===== src/rtl/des_decrypt_core.sv =====
// des_decrypt_core: iterative DES decryption, one Feistel round per clock, subkeys K16..K1 by right rotation; DES_DECRYPT_KEY_PARITY_CHECK_EN adds key parity checking.
// Latency: o_valid rises 16 cycles after acceptance; minimum initiation interval 18 cycles.
// Backpressure: o_ready low while busy; result held in DONE with stable outputs until i_ready.
module des_decrypt_core (
  input  logic        i_clk,
  input  logic        i_rst,
  input  logic        i_valid,
  output logic        o_ready,
  input  logic [63:0] i_ciphertext,
  input  logic [63:0] i_key,
  output logic        o_valid,
  input  logic        i_ready,
  output logic [63:0] o_plaintext,
  output logic        o_key_err
);
  typedef enum logic [1:0] {IDLE, ROUND, DONE} state_t;

  // Permutation tables: entry i (FIPS numbering) lives in byte i counted from the MSB.
  localparam logic [511:0] IP_T = {
    8'd58, 8'd50, 8'd42, 8'd34, 8'd26, 8'd18, 8'd10, 8'd2,  8'd60, 8'd52, 8'd44, 8'd36, 8'd28, 8'd20, 8'd12, 8'd4,
    8'd62, 8'd54, 8'd46, 8'd38, 8'd30, 8'd22, 8'd14, 8'd6,  8'd64, 8'd56, 8'd48, 8'd40, 8'd32, 8'd24, 8'd16, 8'd8,
    8'd57, 8'd49, 8'd41, 8'd33, 8'd25, 8'd17, 8'd9,  8'd1,  8'd59, 8'd51, 8'd43, 8'd35, 8'd27, 8'd19, 8'd11, 8'd3,
    8'd61, 8'd53, 8'd45, 8'd37, 8'd29, 8'd21, 8'd13, 8'd5,  8'd63, 8'd55, 8'd47, 8'd39, 8'd31, 8'd23, 8'd15, 8'd7};
  localparam logic [511:0] FP_T = {
    8'd40, 8'd8, 8'd48, 8'd16, 8'd56, 8'd24, 8'd64, 8'd32,  8'd39, 8'd7, 8'd47, 8'd15, 8'd55, 8'd23, 8'd63, 8'd31,
    8'd38, 8'd6, 8'd46, 8'd14, 8'd54, 8'd22, 8'd62, 8'd30,  8'd37, 8'd5, 8'd45, 8'd13, 8'd53, 8'd21, 8'd61, 8'd29,
    8'd36, 8'd4, 8'd44, 8'd12, 8'd52, 8'd20, 8'd60, 8'd28,  8'd35, 8'd3, 8'd43, 8'd11, 8'd51, 8'd19, 8'd59, 8'd27,
    8'd34, 8'd2, 8'd42, 8'd10, 8'd50, 8'd18, 8'd58, 8'd26,  8'd33, 8'd1, 8'd41, 8'd9,  8'd49, 8'd17, 8'd57, 8'd25};
  localparam logic [447:0] PC1_T = {
    8'd57, 8'd49, 8'd41, 8'd33, 8'd25, 8'd17, 8'd9,  8'd1,  8'd58, 8'd50, 8'd42, 8'd34, 8'd26, 8'd18,
    8'd10, 8'd2,  8'd59, 8'd51, 8'd43, 8'd35, 8'd27, 8'd19, 8'd11, 8'd3,  8'd60, 8'd52, 8'd44, 8'd36,
    8'd63, 8'd55, 8'd47, 8'd39, 8'd31, 8'd23, 8'd15, 8'd7,  8'd62, 8'd54, 8'd46, 8'd38, 8'd30, 8'd22,
    8'd14, 8'd6,  8'd61, 8'd53, 8'd45, 8'd37, 8'd29, 8'd21, 8'd13, 8'd5,  8'd28, 8'd20, 8'd12, 8'd4};
  localparam logic [383:0] PC2_T = {
    8'd14, 8'd17, 8'd11, 8'd24, 8'd1,  8'd5,  8'd3,  8'd28, 8'd15, 8'd6,  8'd21, 8'd10,
    8'd23, 8'd19, 8'd12, 8'd4,  8'd26, 8'd8,  8'd16, 8'd7,  8'd27, 8'd20, 8'd13, 8'd2,
    8'd41, 8'd52, 8'd31, 8'd37, 8'd47, 8'd55, 8'd30, 8'd40, 8'd51, 8'd45, 8'd33, 8'd48,
    8'd44, 8'd49, 8'd39, 8'd56, 8'd34, 8'd53, 8'd46, 8'd42, 8'd50, 8'd36, 8'd29, 8'd32};
  localparam logic [383:0] E_T = {
    8'd32, 8'd1,  8'd2,  8'd3,  8'd4,  8'd5,  8'd4,  8'd5,  8'd6,  8'd7,  8'd8,  8'd9,
    8'd8,  8'd9,  8'd10, 8'd11, 8'd12, 8'd13, 8'd12, 8'd13, 8'd14, 8'd15, 8'd16, 8'd17,
    8'd16, 8'd17, 8'd18, 8'd19, 8'd20, 8'd21, 8'd20, 8'd21, 8'd22, 8'd23, 8'd24, 8'd25,
    8'd24, 8'd25, 8'd26, 8'd27, 8'd28, 8'd29, 8'd28, 8'd29, 8'd30, 8'd31, 8'd32, 8'd1};
  localparam logic [255:0] P_T = {
    8'd16, 8'd7, 8'd20, 8'd21, 8'd29, 8'd12, 8'd28, 8'd17, 8'd1,  8'd15, 8'd23, 8'd26, 8'd5,  8'd18, 8'd31, 8'd10,
    8'd2,  8'd8, 8'd24, 8'd14, 8'd32, 8'd27, 8'd3,  8'd9,  8'd19, 8'd13, 8'd30, 8'd6,  8'd22, 8'd11, 8'd4,  8'd25};
  // Shared S-box array: 64 nibbles per box, row-major, entry 0 in the top nibble.
  localparam logic [255:0] SBOX [8] = '{
    256'hE4D12FB83A6C5907_0F74E2D1A6CB9538_41E8D62BFC973A50_FC8249175B3EA06D,
    256'hF18E6B34972DC05A_3D47F28EC01A69B5_0E7BA4D158C6932F_D8A13F42B67C05E9,
    256'hA09E63F51DC7B428_D709346A285ECBF1_D6498F30B12C5AE7_1AD069874FE3B52C,
    256'h7DE3069A1285BC4F_D8B56F03472C1AE9_A690CB7DF13E5284_3F06A1D8945BC72E,
    256'h2C417AB6853FD0E9_EB2C47D150FA3986_421BAD78F9C5630E_B8C71E2D6F09A453,
    256'hC1AF92680D34E75B_AF427C9561DE0B38_9EF528C3704A1DB6_432C95FABE17608D,
    256'h4B2EF08D3C975A61_D0B7491AE35C2F86_14BDC37EAF680592_6BD814A7950FE23C,
    256'hD2846FB1A93E50C7_1FD8A374C56B0E92_7B419CE206ADF358_21E74A8DFC90356B};

  function automatic logic [63:0] perm64(input logic [63:0] x, input logic [511:0] t);
    logic [63:0] y;
    for (int i = 0; i < 64; i++) y[63-i] = x[64 - int'(t[8*(63-i) +: 8])];
    return y;
  endfunction

  function automatic logic [55:0] pc1(input logic [63:0] x);
    logic [55:0] y;
    for (int i = 0; i < 56; i++) y[55-i] = x[64 - int'(PC1_T[8*(55-i) +: 8])];
    return y;
  endfunction

  function automatic logic [47:0] pc2(input logic [55:0] x);
    logic [47:0] y;
    for (int i = 0; i < 48; i++) y[47-i] = x[56 - int'(PC2_T[8*(47-i) +: 8])];
    return y;
  endfunction

  function automatic logic [31:0] feistel(input logic [31:0] rin, input logic [47:0] k);
    logic [47:0] e_be, x_le;
    logic [31:0] s_le, s_be, y;
    logic [5:0]  six, sel;
    logic [3:0]  nib;
    for (int i = 0; i < 48; i++) e_be[47-i] = rin[32 - int'(E_T[8*(47-i) +: 8])];
    e_be = e_be ^ k;
    for (int i = 0; i < 48; i++) x_le[i] = e_be[47-i];
    for (int b = 0; b < 8; b++) begin
      six = x_le[6*b +: 6];
      // Row from the outer bits (FIPS b1,b6), column from the inner four.
      sel = {six[0], six[5], six[1], six[2], six[3], six[4]};
      nib = SBOX[b][255 - 4*int'(sel) -: 4];
      for (int j = 0; j < 4; j++) s_le[4*b+j] = nib[3-j];
    end
    for (int i = 0; i < 32; i++) s_be[i] = s_le[31-i];
    for (int i = 0; i < 32; i++) y[31-i] = s_be[32 - int'(P_T[8*(31-i) +: 8])];
    return y;
  endfunction

  state_t      state, state_nxt;
  logic [31:0] l, r, r_nxt;
  logic [27:0] c, d, c_rot, d_rot;
  logic [3:0]  n;
  logic [63:0] plaintext;
  logic        rot_one;

  // Undo the encryption shift of round 17-n; single shifts belong to rounds 16, 9 and 2.
  assign rot_one = (n == 4'd1) || (n == 4'd8) || (n == 4'd15);
  assign c_rot   = (n == 4'd0) ? c : rot_one ? {c[0], c[27:1]} : {c[1:0], c[27:2]};
  assign d_rot   = (n == 4'd0) ? d : rot_one ? {d[0], d[27:1]} : {d[1:0], d[27:2]};
  assign r_nxt   = l ^ feistel(r, pc2({c_rot, d_rot}));

  always_ff @(posedge i_clk) begin
    if (i_rst) state <= IDLE;
    else       state <= state_nxt;
  end

  always_comb begin
    state_nxt = state;
    case (state)
      IDLE:    if (i_valid)     state_nxt = ROUND;
      ROUND:   if (n == 4'd15)  state_nxt = DONE;
      DONE:    if (i_ready)     state_nxt = IDLE;
      default:                  state_nxt = IDLE;
    endcase
  end

  always_ff @(posedge i_clk) begin
    if (i_rst) begin
      l <= '0;
      r <= '0;
      c <= '0;
      d <= '0;
      n <= '0;
      plaintext <= '0;
    end else begin
      case (state)
        IDLE: if (i_valid) begin
          {l, r} <= perm64(i_ciphertext, IP_T);
          {c, d} <= pc1(i_key);
          n <= 4'd0;
        end
        ROUND: begin
          l <= r;
          r <= r_nxt;
          c <= c_rot;
          d <= d_rot;
          n <= n + 4'd1;
          if (n == 4'd15) plaintext <= perm64({r_nxt, r}, FP_T);
        end
        default: ;
      endcase
    end
  end

`ifdef DES_DECRYPT_KEY_PARITY_CHECK_EN
  logic       key_err;
  logic [7:0] byte_odd;
  always_comb begin
    byte_odd = '0;
    for (int b = 0; b < 8; b++) byte_odd[b] = ^i_key[8*b +: 8];
  end
  always_ff @(posedge i_clk) begin
    if (i_rst)                           key_err <= 1'b0;
    else if (state == IDLE && i_valid)   key_err <= ~&byte_odd;
  end
  assign o_key_err = key_err;
`else
  assign o_key_err = 1'b0;
`endif

  assign o_ready     = (state == IDLE);
  assign o_valid     = (state == DONE);
  assign o_plaintext = plaintext;
endmodule


===== config.mk =====
export PLATFORM = sky130hd
export DESIGN_NAME = des_decrypt_core
export DESIGN_NICKNAME = d
export VERILOG_FILES = /design/src/rtl/des_decrypt_core.sv
export SDC_FILE = /design/constraint.sdc
export NUM_CORES = 1
export LEC_CHECK = 0
export CORE_ASPECT_RATIO = 0.6
export CORE_MARGIN = 5
export CORE_UTILIZATION = 30
export CTS_CLUSTER_DIAMETER = 150
export DETAILED_ROUTE_END_ITERATION = 10
export PLACE_DENSITY = 0.57
export REMOVE_ABC_BUFFERS = 1
export SLEW_MARGIN = 20
export SYNTH_ARGS = -nofsm -noshare
export SYNTH_HDL_FRONTEND = slang
export SYNTH_SLANG_ARGS = --single-unit

===== constraint.sdc =====
create_clock -name i_clk -period 5.2 [get_ports i_clk]
set_input_delay 1.04 -clock i_clk [delete_from_list [all_inputs] [get_ports i_clk]]
set_output_delay 1.04 -clock i_clk [all_outputs]
set_load 0.1 [all_outputs]

Word level (Yosys, flattened, before mapping)

Cells that the tools add are included.

Bitwise logic cells: 2
Reductions and logical operators: 9
$add $sub $neg: 9
Equality and inequality tests: 9
Multiplexer cells: 18
Shift-type cells: 8

Operator list:

| cell                     | number |
|---|---|
| $shiftx 259x9->4 const A | 8 |
| $mux 28                  | 6 |
| $pmux 32 s2              | 2 |
| $pmux 28 s2              | 2 |
| $sub 8x8->9 const A      | 8 |
| $mux 32                  | 2 |
| $xor 48x48->48           | 1 |
| $xor 32x32->32           | 1 |
| $eq 4x4->1 const B       | 2 |
| $pmux 4 s2               | 1 |
| $mux 2                   | 3 |
| $ne 2x2->1 const B       | 3 |
| $pmux 2 s3               | 1 |
| $reduce_and 3->1         | 2 |
| $add 4x1->4 const B      | 1 |
| $eq 4x1->1 const B       | 1 |
| $logic_not 4->1          | 1 |
| $mux 4                   | 1 |
| $reduce_and 2->1         | 2 |
| $eq 2x1->1 const B       | 1 |
| $eq 2x2->1 const B       | 1 |
| $logic_not 2->1          | 1 |
| $logic_or 1x1->1         | 2 |
| $ne 2x1->1 const B       | 1 |
| $reduce_bool 2->1        | 1 |

Output and inout port bits: 67
Input port bits: 132
Word-level logic and storage cells: 64
Register bits after elaboration: 190

Depth between registers and ports, before layout

Gate-level depths: netlist (run 1).

Word-level depth: 10
Depth in mapped cells: 20
Depth with buffers taken out: 16

Least setup slack after synthesis (run 1)

OpenSTA, ideal clock, no wires.

Kind: register -> register
From: register n[0]
To: register r[18]
Path slack: 1.044 ns
Path buffers: 4
Data arrival time: 4.042 ns
Period minus slack after synthesis: 4.156 ns
Data required time: 5.086 ns
Cell stages (with the launch flop): 19
Setup time: 0.114 ns
Cell sequence: dfxtp_1 > inv_1 > ha_1 > buf_4 > buf_4 > buf_2 > buf_2 > a22o_1 > a221oi_1 > xor2_1 > inv_2 > ha_1 > nor2_1 > mux2_1 > mux2i_1 > mux4_2 > xnor2_1 > a21oi_1 > a21o_1

Word-level cells in the longest chain between the ends: 10
Elaborated cells on any way between the ends: 13
Classes of those cells: 1 x add/sub; 3 x eq/ne; 1 x shift; 3 x mux; 2 x bitwise; 3 x reduce/logical

RTL lines:

| item                                            | RTL line | source |
|---|---|---|
| start: declaration                              | 99       | `logic [3:0] n;` |
| start signal: assignment                        | 144      | `n <= n + 4'd1;` |
| $eq 4x1->1 / $eq 4x4->1 (equally long branches) | 104      | `assign rot_one = (n == 4'd1) \|\| (n == 4'd8) \|\| (n == 4'd15);` |
| $logic_or 1x1->1 (2 in a row)                   | 104      |  |
| $mux 28                                         | 106      | `assign d_rot = (n == 4'd0) ? d : rot_one ? {d[0], d[27:1]} : {d[1:0], d[27:2]};` |
| $mux 28 *                                       | 106      |  |
| $xor 48x48->48 *                                | 82       | `e_be = e_be ^ k;` |
| $sub 8x8->9 *                                   | 88       | `nib = SBOX[b][255 - 4*int'(sel) -: 4];` |
| $shiftx 259x9->4 *                              | 88       |  |
| $xor 32x32->32 *                                | 107      | `assign r_nxt = l ^ feistel(r, pc2({c_rot, d_rot}));` |
| $pmux 32 s2 *                                   | 133      | `case (state)` |
| end signal: assignment                          | 135      | `{l, r} <= perm64(i_ciphertext, IP_T);` |
| end signal: assignment                          | 141      | `r <= r_nxt;` |
| end: declaration                                | 97       | `logic [31:0] l, r, r_nxt;` |

Every way passes the cells marked *; elsewhere a longest branch is shown, timed or not. The select of a mux whose other input is x is not followed.
A chain may end at the register's enable or synchronous reset.

Worst setup path after layout (run 1)

From: register n[2]
To: register r[27]

Same word-level chain as after synthesis.

==> flow_summary.json, run 1 <==
{
  "postLayoutSetupSlackWorst_ns": 0.4683,
  "dieArea_um2": 57120,
  "finalPower_mw": 8.834,
  "dpl_worst_slack_ns": 0.5344,
  "wl_um": 63580,
  "drt_pass1_iterations": 6,
  "cts_buffers": 17,
  "antenna_found_initial": 1,
  "hold_buffers": 0,
  "placedCellCount": 2832,
  "die_h_um": 187.1,
  "max-cap-violations": 0,
  "viasPerCell": 5.722,
  "netlist_area_um2": 15690,
  "cpMaxStageDelayCell": "dfxtp_1",
  "cts.repair.resized": 0,
  "antenna_left": 0,
  "yosysTopAreaCellShare": 0.2424,
  "period_share": 0.9099,
  "avgRoutedWirePerCell_um": 22.19,
  "path_depth": 13,
  "required_ns": 5.58,
  "p_leak_nw": 7.071,
  "start_kind": "register",
  "async_flop_share": 0,
  "ir_drop_mv": 0.2644,
  "status": "completed",
  "crit_type": "register to register",
  "synth.most_common_cell": "nand2_1",
  "worstMarginPinSlew_ns": 1.042,
  "fin_util": 0.3713,
  "grt_overflow": 0,
  "whs_path_depth": 2,
  "post_cts_buffers": 0,
  "critPathBufInv": 2,
  "port_buffers": 189,
  "period_minus_slack_ns": 4.732,
  "slowest_delay_ns": 0.69,
  "clock-sinks": 190,
  "yosysUniqueCellTypes": 96,
  "drt_first_iter_violations": 1841,
  "final_cell_area_um2": 19060,
  "hp-class": "register to register",
  "hold_viol_final": 0,
  "clkLatencyLatePin_ns": 0.47,
  "start_util": 0.3057,
  "gp_congestion": 0.9054,
  "grt_max_degree": 91,
  "vias": 16394,
  "root_buffer": "clkbuf_16",
  "ys_top_cells_by_area": "dfxtp_1 24%, nand2_1 6.4%, nor2_1 5.3%",
  "cts_tree": "done",
  "h-tree-depth": 4,
  "fp-row-count": 64,
  "drive_gt1_frac": 0.1146,
  "synth_common_cells": "268 x nand2_1, 223 x nor2_1, 190 x dfxtp_1",
  "clk_path_buf_depth": 2,
  "setup_viol": 0,
  "fp.dieW_um": 305.2,
  "powerDensity_nw_per_um2": 463.5,
  "ioPinCount": 199,
  "rsz0062_at_grt": "no",
  "n_antenna_cell": 0,
  "placed_cell_area_um2": 18460,
  "num-nets-final": 2356,
  "fin_cells": 2865,
  "finalClockSkew_ns": 0.01548,
  "grt_pass1_wl_um": 95930,
  "fmax_mhz": 211.3,
  "core_um2": 51330,
  "seq_area_frac_synth": 0.2424,
  "syn_to_final_growth_pct": 21.47,
  "drcViolationCount": 0,
  "cp_max_fo": 15,
  "fill_cells": 5326,
  "synth_ff_type": "dfxtp_1",
  "hpwl_um": 45330,
  "tns_ns": 0,
  "yosysTopAreaCell": "dfxtp_1",
  "cp.arrival_ns": 5.11,
  "slew_headroom": 0.3044,
  "synth_edf_count": 0,
  "hold_ws_ns": 0.4536,
  "slew_violations": 0,
  "worst_setup_path_end_kind": "register",
  "syn_area_per_cell_um2": 7.698,
  "rr_worst_depth": 13,
  "path_cells": "buf_4 > or4b_1 > a21boi_4 > o221ai_2 > xnor2_2 > inv_2 > ha_1 > or3_1 > a21o_1 > a32oi_1 > a21oi_1 > xnor2_1 > a221oi_1",
  "critPathTopFamily": "compound AO/OA/AOI/OAI gates",
  "grt.total_usage": 0.2135,
  "yosysWarnings": 0,
  "clk_transition_reported_paths_ns": 0.09,
  "synth_cells": 2038,
  "grt_pass1_vias": 15342,
  "ys_ff_latch": 190
}
area by class of cell:
type | count | area [um^2] | area share
Clock buffer | 19 | 432.9 | 0.02272
Clock inverter | 13 | 137.6 | 0.007222
Inverter | 72 | 270.3 | 0.01418
Multi-Input combinational cell | 1597 | 10930 | 0.5734
Sequential cell | 190 | 3806 | 0.1997
Tap cell | 693 | 867.1 | 0.04550
Timing Repair Buffer | 281 | 2616 | 0.1373
cell usage in the layout (no fill, tap or decap), types with 11 or more instances in the layout:
cell,synthesis,final
a22oi_1,17,17
a221oi_2,11,11
and2_1,13,13
xnor2_1,58,55
o22ai_1,22,22
inv_1,59,59
a221oi_1,22,22
nor2_1,223,217
a31oi_1,26,26
nand3_1,42,42
clkdlybuf4s50_1,0,188
o211ai_1,40,40
o221ai_1,34,34
a311oi_1,36,36
clkbuf_16,0,17
ha_1,65,65
nand2_1,268,267
xnor2_2,15,18
mux2i_1,74,74
buf_4,6,89
a21oi_1,135,135
xor2_1,28,28
dfxtp_1,190,188
a2111oi_0,18,18
mux4_2,13,13
nor3_1,43,43
a22o_1,11,11
inv_2,12,12
o21ai_0,77,76
mux2_2,16,16
or3_1,11,11
a211oi_1,60,60
kinds of logic after synthesis:
family	share of synthesized area
fa+ha+maj	0.05248
simple gates	0.1939
compound gates	0.2895
buf+inv	0.06603
flops	0.2424
xor+xnor	0.07433
other cells	0.0002390
mux	0.08111
worst register-to-register path: cells and delay by family, from the launching register on:
family,cells,cell delay (ns)
AOI/OAI and AO/OA,6,1.33
and+or+nand+nor,2,0.86
xor gates and xnor gates,2,0.85
DFF,1,0.69
buffers and inverters,2,0.57
adders and majority gates,1,0.34
power by group:
part / leakage, nW / total [mW] / switching (mW) / internal (mW)
registers: 1.56 / 1.88 / 0.294 / 1.59
clock network: 0.274 / 1.39 / 0.681 / 0.712
logic: 5.24 / 5.56 / 3.26 / 2.30
final timing paths:
path	startpoint	end	slack (ns)
setup / recovery	n[2]	r[27]	0.47
hold reg to reg	o_plaintext[43]	o_plaintext[43]	0.45
hold / removal	o_plaintext[43]	o_plaintext[43]	0.45
setup reg to reg	n[2]	r[27]	0.47
registers in the layout (all words and copies together) (netlist names):
register     flops
r               32
o_plaintext     64
state            2
n                4
l               32
c               28
d               28
routing by layer:
layer | GRT usage | routed length (um) | vias to the layer above
li1 | - | - | 7696
met1 | 0.3215 | 31280 | 7944
met2 | 0.3008 | 25650 | 673
met3 | 0.05568 | 5270 | 79
met4 | 0.05270 | 1366 | 2
met5 | 0 | 13 | -
Power figures use the tool's default switching activity.
==> run 2: changes to the inputs <==
CAP_MARGIN = 20   (was unset)
==> results of run 2 <==
Final layout, timing and power as in run 1 (identical DEF).
==> RTL change 1 (flow settings as in run 1) <==
The 3 states of `state_t` get a one-hot encoding in 3 bits.
--- a/src/rtl/des_decrypt_core.sv
+++ b/src/rtl/des_decrypt_core.sv
@@ -14,5 +14,5 @@
   output logic        o_key_err
 );
-  typedef enum logic [1:0] {IDLE, ROUND, DONE} state_t;
+  typedef enum logic [2:0] {IDLE = 3'b001, ROUND = 3'b010, DONE = 3'b100} state_t;
 
   // Permutation tables: entry i (FIPS numbering) lives in byte i counted from the MSB.
Check against the original RTL: no difference found for any inputs over 4 cycles, from zero or initial values and one cycle with i_rst high; so few cycles prove little.
==> RTL change 1 against run 1 <==
  * Non-clock buffer count increased by 30
  * Wire length increased by 11%
  * Clock power increased by 4%
  * Synthesized area increased by 8.9%
  * Sequential cell count increased by 1
  * Total power decreased by 28%
  * Critical endpoint is now o_plaintext[36]
  * Core utilization decreased by 0.37 points
  * Final area increased by 8.2%
  * Worst setup slack improved by 0.12 ns
==> RTL change 1: results (changes against run 1) <==
Place
  – Dpl ws: 0.7190 ns (+0.1846 ns)
  – GPL Wtd Cong: 0.9447 (+4.3%)
  – Placement Cell Area: 20020 sq um (+8.4%)
  – Dpl cells: 3161 (+12%)

Status
  – Outcome: finished clean

STA
  – Clock skew: 0.01620 ns (+0.0007235 ns)
  – Worst-margin pin slew: 0.9640 ns (-0.07839 ns)
  – Post-route setup slack: 0.5834 ns (+0.1151 ns)

Finish
  – Fraction of layout cells with a size suffix above 1: 11.63% (+0.17 points)
  – # nets final: 2618 (+11%)

Global routing
  – First-pass GRT wire length: 107400 microns (+12%)
  – Met3 global-route usage: 4.969% (-0.60 points)
  – Initial antenna violation count: 0 (-1)
  – Grt met1 use: 33.28% (+1.1 points)
  – All-layer global routing usage: 21.66% (+0.31 points)

Setup path
  – WP data arrival: 5.04 ns (-0.07 ns)
  – Worst r2r path cells: 15 (+2)
  – Reg-to-Reg Start: n[0]

Power
  – P_leak: 7.522 nW (+6.4%)
  – Max IR drop VDD: 0.2696 mV (+2.0%)
  – Int Power: 3.584 mW (-22%)

Hold path
  – Worst hold path endpoint: o_plaintext[35]

Routing
  – Drt wl/cell: 22.02 microns (-0.77%)
  – Top Layer Used: met4
  – Vias per cell: 5.878 (+2.7%)
  – Wl on met1: 35540 microns (+14%)
  – DR WL met2: 28400 microns (+11%)
  – WL met3: 5611 microns (+6.5%)

Synthesis
  – Sequential element share of the synthesized area: 22.37% (-1.9 points)
  – Library cells used by synthesis: 116 (+21%)
==> RTL change 1: cell types whose count changed after synthesis, moves of 25 or more <==
| cell | run 1 | this run |
|---|---|---|
| nor2_1 | 223 | 189 |
| a311oi_1 | 36 | 82 |
| nand2_1 | 268 | 360 |
| o221ai_1 | 34 | 9 |
| nor3_1 | 43 | 91 |
| mux2i_1 | 74 | 44 |
==> RTL change 1: power by group through the flow <==
stage / logic [mW] / registers, mW / clock network (mW)
after floorplan: 2.03 / 1.69 / 0
after global placement: 3.07 / 1.77 / 0
after detailed placement: 3.07 / 1.77 / 0
after global routing: 3.41 / 1.76 / 1.53
after CTS: 3.09 / 1.74 / 1.48
final: 3.13 / 1.75 / 1.44
==> RTL change 1: kinds of logic after synthesis <==
kind of cell             Yosys count  share of synthesized area (%)
AND/OR/NAND/NOR                  961                          27.45
AO/OA/AOI/OAI                    693                          30.65
buffers and inverters            235                          6.252
flip-flops                       191                          22.37
XOR/XNOR                          72                          4.466
adder cells (fa/ha/maj)           65                          4.759
multiplexers                      61                          4.027
other                              1                        0.02194
==> RTL change 1: critical path, delay by kind of cell (launching register included) <==
kind | cells | cell delay (ns)
multiplexers | 1 | 0.57
XOR/XNOR | 1 | 0.37
AND/OR/NAND/NOR | 5 | 0.88
flip-flops | 1 | 0.41
AO/OA/AOI/OAI | 2 | 0.86
adder cells (fa/ha/maj) | 2 | 0.77
buffers and inverters | 4 | 0.68
==> RTL change 1: final cells by class <==
class,count,area [sq um]
clock buffer,22,484.2
timing repair buffer,311,2834
multi-input combinational,1853,12240
tap,759,949.7
clock inverter,9,107.6
fill,5805,35470
inverter,47,176.4
sequential,191,3825
==> RTL change 2 (settings of run 1) <==
Without the edit above. Add a define of `DES_DECRYPT_KEY_PARITY_CHECK_EN`.
--- a/src/rtl/des_decrypt_core.sv
+++ b/src/rtl/des_decrypt_core.sv
@@ -2,4 +2,6 @@
 // Latency: o_valid rises 16 cycles after acceptance; minimum initiation interval 18 cycles.
 // Backpressure: o_ready low while busy; result held in DONE with stable outputs until i_ready.
+`define DES_DECRYPT_KEY_PARITY_CHECK_EN
+
 module des_decrypt_core (
   input  logic        i_clk,
Behaviour: not the same (a bounded check fails within 4 cycles, from zero or initial values and one cycle with i_rst high).
==> RTL change 2 against run 1 <==
  * Worst setup slack got worse by 0.14 ns
  * Total power fell by 1.2%
  * Synthesized area rose by 5.8%
  * Wire length rose by 14%
  * Sequential cell count rose by 1
  * Final area rose by 5.1%
  * Clock skew rose by 0.00098 ns
  * Largest power group unchanged
==> RTL change 2: results (changes against run 1) <==
Status
  – Outcome: finished clean

Synthesis
  – Synth area leaders: dfxtp_1 (23%), nand2_1 (7.0%), xnor2_1 (5.3%), ha_1 (4.9%), a21oi_1 (4.8%)
  – Post-synth top cells: nand2_1 (308), dfxtp_1 (191), nor2_1 (182)
  – Library cells used by synthesis: 102 (+6.3%)
  – Async set-reset flop share out of synthesis: 0% (unchanged)
  – Sequential element share of the synthesized area: 23.04% (-1.2 points)
  – Mapped Cells: 2192 (+7.6%)
  – YS warnings: 0 (unchanged)

Place
  – Dpl cells: 3005 (+6.1%)
  – DP HPWL: 52580 microns (+16%)
  – GPL Wtd Cong: 0.9542 (+5.4%)
  – Port Buffers: 198 (+4.8%)

Clock network
  – Bufs on Longest Clock Path: 2 (unchanged)
  – Clk Latency, worst-skew pair: 0.47 ns (about the same)
  – Htree depth: 4 (unchanged)
  – Total clock buffers created by CTS: 17 (unchanged)
  – Postcts setup bufs: 0 (unchanged)
  – CTS clk-pin slew, worst paths: 0.08 ns
  – Post-CTS Resized: 0 (unchanged)
  – Cell at the root of the clock tree: clkbuf_16

Power
  – Int Power: 4.524 mW (-1.6%)
  – Max IR drop VDD: 0.2433 mV (-8.0%)
  – Logic pwr share: 62.1% (-0.8 points)
  – P_leak: 7.319 nW (+3.5%)

Finish
  – # nets final: 2507 (+6.4%)
  – Largest register FFs: 64 (unchanged)
  – Fraction of layout cells with a size suffix above 1: 10.37% (-1.1 points)
  – # fillers: 5640 (+5.9%)
  – N_diodes: 0 (unchanged)

STA
  – Slew HR: 27.60% (-2.8 points)
  – Clock skew: 0.01645 ns (+0.0009755 ns)

Setup path
  – WP data arrival: 5.18 ns (+0.07 ns)
  – Critical path fanouts, max: 26 (+11)
  – Slowest cell delay on critical path: 0.83 ns (+0.14 ns)
  – R2R Setup Slk: 0.33 ns (-0.14 ns)
  – Slowest CP cell: xnor2_1
  – Largest delay contributor family on the critical path: compound AO/OA/AOI/OAI gates

Routing
  – Vias per cell: 5.810 (+1.5%)
  – DRT iter0 DRCs: 2127 (+16%)
  – Total number of vias: 17.65k (+7.6%)
  – TritonRoute pass-1 iters: 6 (unchanged)
  – Routed WL: 72710 microns (+14%)

Global routing
  – First-pass GRT wire length: 107800 microns (+12%)
  – All-layer global routing usage: 23.29% (+1.9 points)
  – Grt ovf: 0 (unchanged)
  – Largest net degree at the start of global routing: 106 (+16%)
  – Vias in the first global route: 16.47k (+7.4%)
  – Initial antenna violation count: 2 (+1)

Hold path
  – Worst min-delay path class: register to register

Floorplan
  – Die area: 60280 sq um (+5.5%)
## RTL change 2: cell types whose count changed in the layout (fill, tap and decap cells not counted), sizes merged, moves of 13 or more
cell           run 1  this run
nand2            268       308
nor2             223       183
xnor2             73       105
o21ai             85       112
a21oi            137       161
a221oi            33        15
nand3             42        60
or3               11        28
a211oi            64        50
o311ai             3        17
a31oi             28        15
## RTL change 2: logic make-up after synthesis
| group | count (synthesis) | share of synthesized area, % |
|---|---|---|
| AND/OR/NAND/NOR | 778 | 21.88 |
| AO/OA/AOI/OAI | 651 | 27.76 |
| buffers and inverters | 260 | 6.544 |
| flip-flops | 191 | 23.04 |
| XOR/XNOR | 147 | 8.360 |
| multiplexers | 98 | 7.395 |
| adder cells (fa/ha/maj) | 67 | 5.021 |
## RTL change 2: cell type report
type	instances	area [sq um]	share of cell area, %
clock inverter	13	145.1	0.7243
sequential	191	3829	19.11
multi-input combinational	1741	11740	58.61
tap	714	893.4	4.458
clock buffer	19	452.9	2.260
timing repair buffer	286	2700	13.47
inverter	73	274.0	1.367
## RTL change 2: stage by stage
step	power, mW	setup slack [ns]	util [%]	hold WS (ns)	cell area, sq um
global placement	7.235	0.5115	35.71	0.4460	19430
floorplan	5.460	-1.940	-	0.4469	15790
detailed placement	7.213	0.4345	35.71	0.4464	19430
CTS	8.655	0.4195	36.81	0.4577	20030
global route	9.309	0.09049	36.82	0.4732	20040
finish	8.729	0.3281	36.82	0.4574	20040
## RTL change 2: power by group through the flow
stage	Combinational, mW	Sequential (mW)	Clock, mW
after global placement	5.32	1.92	0
after detailed placement	5.29	1.92	0
after floorplan	3.67	1.79	0
after global routing	5.90	1.91	1.50
final	5.42	1.90	1.41
after CTS	5.33	1.88	1.44
## RTL change 2: routing by layer
layer | up-vias | GRT usage, % | wire, microns
li1 | 8240 | - | -
met1 | 8504 | 35.05 | 34480
met2 | 820 | 33.36 | 29340
met3 | 79 | 5.672 | 7390
met4 | 2 | 5.049 | 1481
met5 | - | 0 | 13
## RTL change 2: worst min-delay path: stages, from the launching register on
cell and delay [ns]:
dfxtp_1 0.31, nand2_1 0.05, a21oi_1 0.05
## RTL change 2: path summary, 6_finish.rpt
path | from | to | depth (start not counted)
max | n[0] | o_plaintext[34] | 14
min | o_plaintext[41] | o_plaintext[41] | 2
max reg2reg | n[0] | o_plaintext[34] | 14
min reg2reg | o_plaintext[41] | o_plaintext[41] | 2
